File: config.mk
export PLATFORM = sky130hd
export DESIGN_NAME = mmio_controller
export DESIGN_NICKNAME = d
export VERILOG_FILES = /design/src/rtl/mmio_controller.sv
export SDC_FILE = /design/constraint.sdc
export NUM_CORES = 1
export LEC_CHECK = 0
export CORE_MARGIN = 2
export CORE_UTILIZATION = 58
export CTS_CLUSTER_SIZE = 24
export DETAILED_ROUTE_END_ITERATION = 12
export PLACE_DENSITY = 0.88
export SETUP_SLACK_MARGIN = 0.05
export SLEW_MARGIN = 20
export SYNTH_ARGS = -nofsm -noshare
export SYNTH_HDL_FRONTEND = slang
export SYNTH_SLANG_ARGS = --single-unit
File: constraint.sdc
create_clock -name clk -period 19.15 [get_ports clk]
set_input_delay 2.8725 -clock clk [delete_from_list [all_inputs] [get_ports clk]]
set_output_delay 2.8725 -clock clk [all_outputs]
set_load 0.02 [all_outputs]
File: src/rtl/mmio_controller.sv
// Memory-mapped IO block: synchronised input channels, output registers,
// W1C status with interrupt masking, and a free-running period timer.
module mmio_controller #(
    parameter int                    WIDTH      = 16,
    parameter int                    ADDR_WIDTH = 16,
    parameter int                    NUM_CH     = 4,
    parameter logic [ADDR_WIDTH-1:0] BASE_ADDR  = 16'hFF00
) (
    input  logic                    clk,
    input  logic                    reset,
    input  logic [ADDR_WIDTH-1:0]   addr,
    input  logic [WIDTH-1:0]        writeData,
    input  logic                    writeEn,
    input  logic                    readEn,
    output logic [WIDTH-1:0]        readData,
    output logic                    hit,
    input  logic [NUM_CH*WIDTH-1:0] ioInput,
    output logic [NUM_CH*WIDTH-1:0] ioOutput,
    output logic                    irq
);

    localparam int NUM_REGS   = 2*NUM_CH + 3;
    localparam int OFF_STATUS = 2*NUM_CH;
    localparam int OFF_IRQEN  = 2*NUM_CH + 1;
    localparam int OFF_TIMER  = 2*NUM_CH + 2;
    localparam int PW         = NUM_CH + 1;
    localparam int BUS        = NUM_CH*WIDTH;

    logic [ADDR_WIDTH-1:0] offset;
    logic [BUS-1:0]        syncA;
    logic [BUS-1:0]        syncB;
    logic [BUS-1:0]        syncPrev;
    logic [PW-1:0]         pending;
    logic [PW-1:0]         irqEn;
    logic [PW-1:0]         setEvt;
    logic [PW-1:0]         clrMask;
    logic [WIDTH-1:0]      period;
    logic [WIDTH-1:0]      count;
    logic [WIDTH-1:0]      rdMux;
    logic [NUM_CH-1:0]     outWr;
    logic                  wrAccess;
    logic                  statusWr;
    logic                  irqEnWr;
    logic                  timerWr;
    logic                  timerWrap;

    // Unsigned wrap makes addresses below BASE_ADDR decode as out of window.
    assign offset   = addr - BASE_ADDR;
    assign hit      = (offset < ADDR_WIDTH'(NUM_REGS));
    assign wrAccess = writeEn & hit;
    assign statusWr = wrAccess && (offset == ADDR_WIDTH'(OFF_STATUS));
    assign irqEnWr  = wrAccess && (offset == ADDR_WIDTH'(OFF_IRQEN));
    assign timerWr  = wrAccess && (offset == ADDR_WIDTH'(OFF_TIMER));

    assign timerWrap = (period != '0) && (count == period);
    assign clrMask   = statusWr ? writeData[PW-1:0] : '0;

    always_comb begin
        outWr = '0;
        for (int i = 0; i < NUM_CH; i++) begin
            outWr[i] = wrAccess && (offset == ADDR_WIDTH'(NUM_CH + i));
        end
    end

    always_comb begin
        setEvt = '0;
        for (int i = 0; i < NUM_CH; i++) begin
            setEvt[i] = (syncB[i*WIDTH +: WIDTH] != syncPrev[i*WIDTH +: WIDTH]);
        end
        setEvt[NUM_CH] = timerWrap;
    end

    always_comb begin
        rdMux = '0;
        for (int i = 0; i < NUM_CH; i++) begin
            if (offset == ADDR_WIDTH'(i)) begin
                rdMux = syncB[i*WIDTH +: WIDTH];
            end
            if (offset == ADDR_WIDTH'(NUM_CH + i)) begin
                rdMux = ioOutput[i*WIDTH +: WIDTH];
            end
        end
        if (offset == ADDR_WIDTH'(OFF_STATUS)) begin
            rdMux = WIDTH'(pending);
        end
        if (offset == ADDR_WIDTH'(OFF_IRQEN)) begin
            rdMux = WIDTH'(irqEn);
        end
        if (offset == ADDR_WIDTH'(OFF_TIMER)) begin
            rdMux = count;
        end
    end

    // syncPrev is the IN value one cycle earlier, used only for change detection.
    always_ff @(posedge clk or posedge reset) begin
        if (reset) begin
            syncA    <= '0;
            syncB    <= '0;
            syncPrev <= '0;
        end else begin
            syncA    <= ioInput;
            syncB    <= syncA;
            syncPrev <= syncB;
        end
    end

    // Set has priority over a same-cycle W1C clear.
    always_ff @(posedge clk or posedge reset) begin
        if (reset) begin
            pending <= '0;
            irqEn   <= '0;
            irq     <= 1'b0;
        end else begin
            pending <= (pending & ~clrMask) | setEvt;
            irq     <= |(pending & irqEn);
            if (irqEnWr) begin
                irqEn <= writeData[PW-1:0];
            end
        end
    end

    always_ff @(posedge clk or posedge reset) begin
        if (reset) begin
            period <= '0;
            count  <= '0;
        end else if (timerWr) begin
            period <= writeData;
            count  <= '0;
        end else if ((period == '0) || timerWrap) begin
            count <= '0;
        end else begin
            count <= count + WIDTH'(1);
        end
    end

    always_ff @(posedge clk or posedge reset) begin
        if (reset) begin
            ioOutput <= '0;
        end else begin
            for (int i = 0; i < NUM_CH; i++) begin
                if (outWr[i]) begin
                    ioOutput[i*WIDTH +: WIDTH] <= writeData;
                end
            end
        end
    end

    // The mux samples pre-edge state, so a same-cycle write is not visible.
    always_ff @(posedge clk or posedge reset) begin
        if (reset) begin
            readData <= '0;
        end else if (readEn) begin
            readData <= hit ? rdMux : '0;
        end
    end

endmodule

# --- Word level (Yosys, flattened, before mapping) ---
# Cells that the tools add are included.
word_totals:
  regBits: 315
  input_bits: 100
  output_inout_bits: 82
op_classes:
  n_addsub: 2
  magnitude_cmp: 1
  eq_ne: 15
  muxes: 15
  bitwise: 5
  n_reduce_logical: 13
op_table:
  columns: ["operator", "n"]
  rows:
  - ["$mux 16", 14]
  - ["$eq 16x3->1 const B", 4]
  - ["$ne 16x16->1", 4]
  - ["$eq 16x4->1 const B", 3]
  - ["$eq 16x2->1 const B", 2]
  - ["$logic_not 16->1", 2]
  - ["$add 16x1->16 const B", 1]
  - ["$eq 16x1->1 const B", 1]
  - ["$eq 16x16->1", 1]
  - ["$lt 16x4->1 const B", 1]
  - ["$reduce_bool 16->1", 1]
  - ["$sub 16x16->16 const B", 1]
  - ["$and 5x5->5", 2]
  - ["$logic_and 1x1->1", 8]
  - ["$mux 5", 1]
  - ["$not 5->5", 1]
  - ["$or 5x5->5", 1]
  - ["$reduce_or 5->1", 1]
  - ["$and 1x1->1", 1]
  - ["$logic_or 1x1->1", 1]

# --- Longest topological paths before layout ---
# Gate-level depths: netlist of run 1.
depth:
  depth_word: 14
  ltp_mapped: 10
  depth_no_buf: 7

# --- Worst setup path after synthesis of run 1 ---
# No wires, ideal clock.
synth_timing:
  path_kind: "input to output"
  startpoint: "input port addr[4]"
  endpoint: "output port hit"
  arrival_ns: 4.083
  path_slack_ns: 12.194
  cell_stages: 5
  path_buffers: 2
  path_cell_list: "or4b_1 buf_2 nor3_4 and2_1 buf_6"
synth_between:
  elab_chain_len: 2
synth_rtl:
  columns: ["item", "line", "source"]
  rows:
  - ["start: declaration", "11", "input logic [ADDR_WIDTH-1:0] addr,"]
  - ["$sub 16x16->16", "48", "assign offset = addr - BASE_ADDR;"]
  - ["$lt 16x4->1", "49", "assign hit = (offset < ADDR_WIDTH'(NUM_REGS));"]
  - ["end: declaration", "16", "output logic hit,"]
# Every way passes these cells.

# --- Worst setup path in the final report of run 1 ---
layout_timing:
  startpoint: "input port addr[0]"
  endpoint: "output port hit"
# The elaborated chain is that of the path after synthesis.

==> flow_results.xml, run 1 <==
<?xml version="1.0" encoding="UTF-8"?>
<metrics>
  <group name="sta">
    <metric name="rsz0062_at_grt" unit="">false</metric>
    <metric name="timing.setup.tns" unit="ps">0</metric>
    <metric name="fmax" unit="GHz">0.116</metric>
    <metric name="worst_clock_skew" unit="ps">9.97</metric>
    <metric name="finalWorstPathRequiredPeriod" unit="ps">8590</metric>
    <metric name="timing_worst_slew_pin_value" unit="ps">1210</metric>
    <metric name="timing.max_slew.rel_slack" unit="%">18.7</metric>
    <metric name="final_max_slew_viol_count" unit="">0</metric>
    <metric name="setup_viol" unit="">0</metric>
    <metric name="finalCritPeriodShare" unit="%">44.9</metric>
    <metric name="hold_violations" unit="">0</metric>
  </group>
  <group name="synthesis">
    <metric name="yosys_register_bits" unit="">315</metric>
    <metric name="post_synth_inst_count" unit="">872</metric>
    <metric name="synth_warnings" unit="">0</metric>
    <metric name="yosys.cell_types.count" unit="">64</metric>
    <metric name="dominantRegCellSynth" unit="">dfrtp_1</metric>
    <metric name="synth_enable_flop_cells" unit="">0</metric>
    <metric name="netlist_area" unit="µm²">12000</metric>
    <metric name="synth_area_per_cell" unit="µm²">13.7</metric>
    <metric name="synth_seq_area_share" unit="%">65.8</metric>
    <metric name="synth-async-reset-ratio" unit="%">100</metric>
    <metric name="synth.net_count" unit="">973</metric>
  </group>
  <group name="critical_path">
    <metric name="worst_setup_path_start_kind" unit="">input pin</metric>
    <metric name="cp_num_cells" unit="">5</metric>
    <metric name="critical_path.n_buffers_inverters" unit="">2</metric>
    <metric name="worst_path_max_delay_cell" unit="">clkdlybuf4s50_1</metric>
    <metric name="required_time_reported_for_the_critical_path_endpoint" unit="ps">16280</metric>
    <metric name="worstPathArrival" unit="ps">5720</metric>
    <metric name="path_max_fanout" unit="">26</metric>
    <metric name="critical_path.max_stage_delay" unit="ps">890</metric>
    <metric name="worst-r2r-cell-count" unit="">5</metric>
    <metric name="timing.critical_path.to_type" unit="">output port</metric>
    <metric name="crit_type" unit="">in2out</metric>
    <metric name="cpLargestDelayFamily" unit="">buffers and inverters</metric>
    <metric name="timing.critical_path.cells" unit="">clkdlybuf4s50_1, and2_1, o21ai_0, and2_1, clkdlybuf4s50_1</metric>
  </group>
  <group name="global_routing">
    <metric name="overall_track_demand_over_capacity_in_global_routing" unit="%">30.9</metric>
    <metric name="grt_pass1_vias" unit="">8502</metric>
    <metric name="pin_count_of_the_biggest_net_entering_global_routing" unit="">147</metric>
    <metric name="grt_pass1_wl" unit="mm">50.7</metric>
    <metric name="grt_overflow" unit="">0</metric>
    <metric name="grt_antenna_before_repair" unit="">3</metric>
  </group>
  <group name="drt">
    <metric name="wl" unit="mm">33.0</metric>
    <metric name="post-route-drc-count" unit="">0</metric>
    <metric name="drt-initial-drc-count" unit="">905</metric>
    <metric name="detail-route-antenna-nets" unit="">0</metric>
    <metric name="detail_route.wl_per_cell" unit="µm">24.4</metric>
    <metric name="drt_pass_1_iters" unit="">6</metric>
    <metric name="drt-vias-per-instance" unit="">6.08</metric>
    <metric name="num_vias" unit="">8227</metric>
  </group>
  <group name="floorplanning">
    <metric name="placement_rows" unit="">52</metric>
    <metric name="floorplan.initialDensity" unit="%">59.2</metric>
    <metric name="boundaryPins" unit="">182</metric>
    <metric name="die_width" unit="µm">148</metric>
    <metric name="fp.coreArea" unit="µm²">20200</metric>
    <metric name="die-height" unit="µm">148</metric>
    <metric name="die-area" unit="µm²">21800</metric>
  </group>
  <group name="run_status">
    <metric name="run_status" unit="">finished, final reports clean</metric>
  </group>
  <group name="power">
    <metric name="cellPowerDensity" unit="nW/µm²">92.3</metric>
    <metric name="power.ir.vdd_worst" unit="mV">0.0829</metric>
    <metric name="p_leak" unit="µW">0.00677</metric>
  </group>
  <group name="job">
    <metric name="maxCapViolations" unit="">0</metric>
  </group>
  <group name="clocking">
    <metric name="max-clock-path-buffers" unit="">3</metric>
    <metric name="cts_resized" unit="">0</metric>
    <metric name="clock_sink_count" unit="">315</metric>
    <metric name="cts_root_buf" unit="">clkbuf_16</metric>
    <metric name="cts_max_level" unit="">1</metric>
    <metric name="clkLatencyLatePin" unit="ps">560</metric>
    <metric name="cts_hold_repair.buffers" unit="">0</metric>
    <metric name="tritoncts_buffers" unit="">30</metric>
    <metric name="post_cts_buffers" unit="">0</metric>
    <metric name="clkTransAtPathRegs" unit="ps">60</metric>
    <metric name="tritoncts" unit="">done</metric>
  </group>
  <group name="placed_design">
    <metric name="dp_hpwl" unit="mm">23.4</metric>
    <metric name="routabilityCongestion" unit="">0.944</metric>
    <metric name="port-buffer-count" unit="">181</metric>
  </group>
  <group name="final_layout">
    <metric name="share_of_layout_cells_above_drive_strength_1" unit="%">14.6</metric>
    <metric name="nets" unit="">1160</metric>
    <metric name="layout.core_utilization" unit="%">74.8</metric>
    <metric name="mostFrequentLayoutCell" unit="">dfrtp_1</metric>
    <metric name="num-fill-cells" unit="">1239</metric>
    <metric name="flow.area_growth_from_synthesis" unit="%">26.3</metric>
    <metric name="most-common-layout-cells" unit="">315 x dfrtp_1, 181 x clkdlybuf4s50_1, 88 x xor2_1</metric>
  </group>
  <group name="hold_path">
    <metric name="holdCritPathClass" unit="">reg2reg</metric>
    <metric name="holdPathStages" unit="">0</metric>
  </group>
</metrics>
[final timing paths]
path                       startpoint          to  slack [ps]
min in group asynchronous       reset   syncB[33]        2930
max in group asynchronous       reset  pending[2]       14880
setup reg to reg             count[0]    count[9]       17140
hold reg to reg              syncA[4]    syncB[4]         340
setup / recovery              addr[0]         hit       10560
hold / removal               syncA[4]    syncB[4]         340
[metal layers]
metal	share of wire, %	track usage (%)	up-vias
met4	4.3	12.5	2
met1	37	41.2	4144
li1	-	-	3510
met2	48	49.3	467
met5	0.039	0	-
met3	9.9	7.69	104
[flip-flops by register name, summed over array words and instances, names as in the netlist]
name	cells
readData	16
irq	1
irqEn	5
count	16
syncPrev	64
syncA	64
period	16
ioOutput	64
syncB	64
pending	5
[synthesized netlist by cell type (3+ instances only)]
library cell | number | area share (%)
a21o_1 | 4 | 0.25
a21oi_1 | 21 | 0.88
a221oi_1 | 15 | 1.1
a222oi_1 | 10 | 0.84
a22o_1 | 6 | 0.44
a22oi_1 | 14 | 0.88
and2_1 | 7 | 0.37
and3_1 | 16 | 0.84
buf_2 | 8 | 0.33
clkbuf_1 | 20 | 0.63
dfrtp_1 | 315 | 66
inv_1 | 10 | 0.31
mux2_2 | 77 | 7.2
mux2_4 | 10 | 1.3
nand2_1 | 40 | 1.3
nand2b_1 | 4 | 0.21
nand3_1 | 18 | 0.75
nand4_1 | 15 | 0.78
nor2_1 | 42 | 1.3
nor2b_1 | 8 | 0.42
nor3_1 | 8 | 0.33
nor4_1 | 34 | 1.8
o21ai_0 | 16 | 0.67
o22a_1 | 5 | 0.37
or3_1 | 4 | 0.21
or4b_2 | 3 | 0.25
xnor2_1 | 6 | 0.44
xor2_1 | 88 | 6.4
[stage by stage]
stage	cells	hold slack [ps]	total power, µW	worst slack [ps]	area [µm²]
after detailed placement	1297	335	774	10680	14000
after global routing	1353	352	1440	10450	15100
after CTS	1353	344	1400	10680	15100
after global placement	1297	332	771	10750	14000
final	1354	343	1400	10560	15100
after floorplan	872	331	734	7560	12000
[cell families after synthesis]
logic type / synth area share (%)
buffers and inverters: 1.69
multiplexers: 8.66
AND/OR/NAND/NOR: 10.2
XOR/XNOR: 6.87
adder cells (fa/ha/maj): 0.104
flip-flops: 65.8
AO/OA/AOI/OAI: 6.71
[power by group]
group	switching [µW]	internal [µW]
sequential	15.4	686
clock	247	386
combinational	34.5	27.3
[cell type report]
| cell class | count | area, µm² | share of cell area, % |
|---|---|---|---|
| inverter | 10 | 45.0 | 0.298 |
| clock inverter | 14 | 238 | 1.57 |
| antenna | 1 | 2.50 | 0.0165 |
| clock buffer | 42 | 836 | 5.52 |
| sequential | 315 | 7880 | 52.1 |
| tap | 270 | 338 | 2.23 |
| multi-input combinational | 514 | 3920 | 25.9 |
| timing repair buffer | 188 | 1870 | 12.4 |
(Power assumes the default switching activity.)
==> run 2: changes to the inputs <==
CORE_UTILIZATION = 49   (was 58)
PLACE_DENSITY = 0.79   (was 0.88)
clock period = 7.3 ns   (was 19.15 ns; I/O delays follow)
==> flow_results.xml, run 2 (synthesized netlist as in run 1, its figures left out) <==
<?xml version="1.0" encoding="UTF-8"?>
<metrics>
  <group name="critical_path">
    <metric name="path_max_fanout" unit="">17</metric>
    <metric name="crit_type" unit="">in2out</metric>
    <metric name="worst_setup_path_start_kind" unit="">input pin</metric>
    <metric name="worstPathArrival" unit="ps">3920</metric>
    <metric name="timing.critical_path.to_type" unit="">output port</metric>
    <metric name="required_time_reported_for_the_critical_path_endpoint" unit="ps">6200</metric>
  </group>
  <group name="floorplanning">
    <metric name="boundaryPins" unit="">182</metric>
    <metric name="die_width" unit="µm">160</metric>
    <metric name="die-area" unit="µm²">25700</metric>
    <metric name="floorplan.initialDensity" unit="%">49.5</metric>
    <metric name="fp.coreArea" unit="µm²">24200</metric>
    <metric name="placement_rows" unit="">57</metric>
    <metric name="die-height" unit="µm">160</metric>
  </group>
  <group name="sta">
    <metric name="timing.max_slew.rel_slack" unit="%">29.2</metric>
    <metric name="worst_clock_skew" unit="ps">16.2</metric>
    <metric name="timing.setup.tns" unit="ps">0</metric>
    <metric name="hold_violations" unit="">0</metric>
    <metric name="finalCritPeriodShare" unit="%">68.7</metric>
    <metric name="setup_viol" unit="">0</metric>
    <metric name="final_max_slew_viol_count" unit="">0</metric>
    <metric name="rsz0062_at_grt" unit="">false</metric>
    <metric name="timing_worst_slew_pin_value" unit="ps">1060</metric>
    <metric name="fmax" unit="GHz">0.199</metric>
    <metric name="fin_ws" unit="ps">2290</metric>
    <metric name="finalWorstPathRequiredPeriod" unit="ps">5010</metric>
  </group>
  <group name="clocking">
    <metric name="tritoncts_buffers" unit="">30</metric>
    <metric name="max-clock-path-buffers" unit="">3</metric>
    <metric name="post_cts_buffers" unit="">0</metric>
    <metric name="clkTransAtPathRegs" unit="ps">60</metric>
    <metric name="clkLatencyLatePin" unit="ps">560</metric>
    <metric name="tritoncts" unit="">done</metric>
    <metric name="cts_hold_repair.buffers" unit="">0</metric>
    <metric name="cts_max_level" unit="">1</metric>
    <metric name="clock_sink_count" unit="">315</metric>
    <metric name="cts_resized" unit="">0</metric>
    <metric name="cts_root_buf" unit="">clkbuf_16</metric>
  </group>
  <group name="final_layout">
    <metric name="layout.core_utilization" unit="%">63.0</metric>
    <metric name="nets" unit="">1164</metric>
    <metric name="num-fill-cells" unit="">1817</metric>
    <metric name="share_of_layout_cells_above_drive_strength_1" unit="%">15.4</metric>
    <metric name="mostFrequentLayoutCell" unit="">dfrtp_1</metric>
    <metric name="flow.area_growth_from_synthesis" unit="%">27.1</metric>
    <metric name="regArea" unit="µm²">7880</metric>
    <metric name="multi_input_comb_area" unit="µm²">3920</metric>
    <metric name="most-common-layout-cells" unit="">315 x dfrtp_1, 181 x clkdlybuf4s50_1, 88 x xor2_1</metric>
    <metric name="antenna_cells_inserted" unit="">0</metric>
  </group>
  <group name="drt">
    <metric name="detail-route-antenna-nets" unit="">0</metric>
    <metric name="post-route-drc-count" unit="">0</metric>
    <metric name="num_vias" unit="">8142</metric>
    <metric name="wl" unit="mm">33.0</metric>
    <metric name="detail_route.wl_per_cell" unit="µm">23.4</metric>
    <metric name="drt-initial-drc-count" unit="">857</metric>
    <metric name="drt-vias-per-instance" unit="">5.77</metric>
    <metric name="drt_pass_1_iters" unit="">6</metric>
  </group>
  <group name="global_routing">
    <metric name="grt_overflow" unit="">0</metric>
    <metric name="grt_pass1_vias" unit="">8062</metric>
    <metric name="grt_pass1_wl" unit="mm">50.1</metric>
    <metric name="grt_antenna_before_repair" unit="">0</metric>
    <metric name="pin_count_of_the_biggest_net_entering_global_routing" unit="">192</metric>
    <metric name="overall_track_demand_over_capacity_in_global_routing" unit="%">26.1</metric>
  </group>
  <group name="power">
    <metric name="p_leak" unit="µW">0.00679</metric>
    <metric name="power.ir.vdd_worst" unit="mV">0.206</metric>
    <metric name="cellPowerDensity" unit="nW/µm²">239</metric>
  </group>
  <group name="placed_design">
    <metric name="routabilityCongestion" unit="">0.913</metric>
    <metric name="port-buffer-count" unit="">181</metric>
    <metric name="dp_hpwl" unit="mm">23.9</metric>
    <metric name="post-place-ws" unit="ps">2310</metric>
  </group>
  <group name="run_status">
    <metric name="run_status" unit="">finished, final reports clean</metric>
  </group>
  <group name="hold_path">
    <metric name="holdCritPathClass" unit="">reg2reg</metric>
  </group>
  <group name="job">
    <metric name="maxCapViolations" unit="">0</metric>
  </group>
</metrics>
-- run 2: worst paths after layout --
path	from	to	slack, ps	cells after the start
worst max-delay path	addr[13]	hit	2290	5
worst min-delay path	syncA[62]	syncB[62]	340	0
worst max register to register	count[10]	count[12]	5280	5
worst min register to register	syncA[62]	syncB[62]	340	0
max in group asynchronous	reset	syncB[18]	4680	4
min in group asynchronous	reset	syncA[41]	1020	2
-- run 2: through the flow --
stage	total power (µW)	instances	hold slack (ps)	area, µm²
after floorplan	1930	872	331	12000
after global placement	2030	1355	333	14100
after detailed placement	2030	1355	335	14200
after CTS	3670	1410	347	15200
after global routing	3770	1410	353	15200
final	3640	1410	344	15200
-- run 2: cell type report --
| type | instances | area share (%) |
|---|---|---|
| clock buffers | 37 | 5.43 |
| flip-flops and latches | 315 | 51.8 |
| repair buffers | 192 | 12.5 |
| multi-input cells | 514 | 25.7 |
| inverters | 10 | 0.271 |
| well taps | 324 | 2.66 |
| clock inverters | 18 | 1.57 |
-- run 2: power breakdown --
| group | switching (µW) | internal [µW] | leakage (µW) |
|---|---|---|---|
| Clock | 658 | 982 | 0.000525 |
| Combinational | 91.4 | 72.4 | 0.00233 |
| Sequential | 38.1 | 1800 | 0.00394 |
| Total | 787 | 2850 | 0.00679 |
-- run 2: critical path, cell delays in order --
cell	delay, ps
clkdlybuf4s50_1	450
nand4b_1	740
nor3_4	600
and2_1	360
clkdlybuf4s50_1	660
-- run 2: per-layer routing --
layer,global-route usage (%),vias up,part of all wire (%)
li1,-,3518,-
met1,36.4,4193,41
met2,42.0,358,47
met3,4.26,73,7.2
met4,9.17,0,3.9
met5,0,-,0
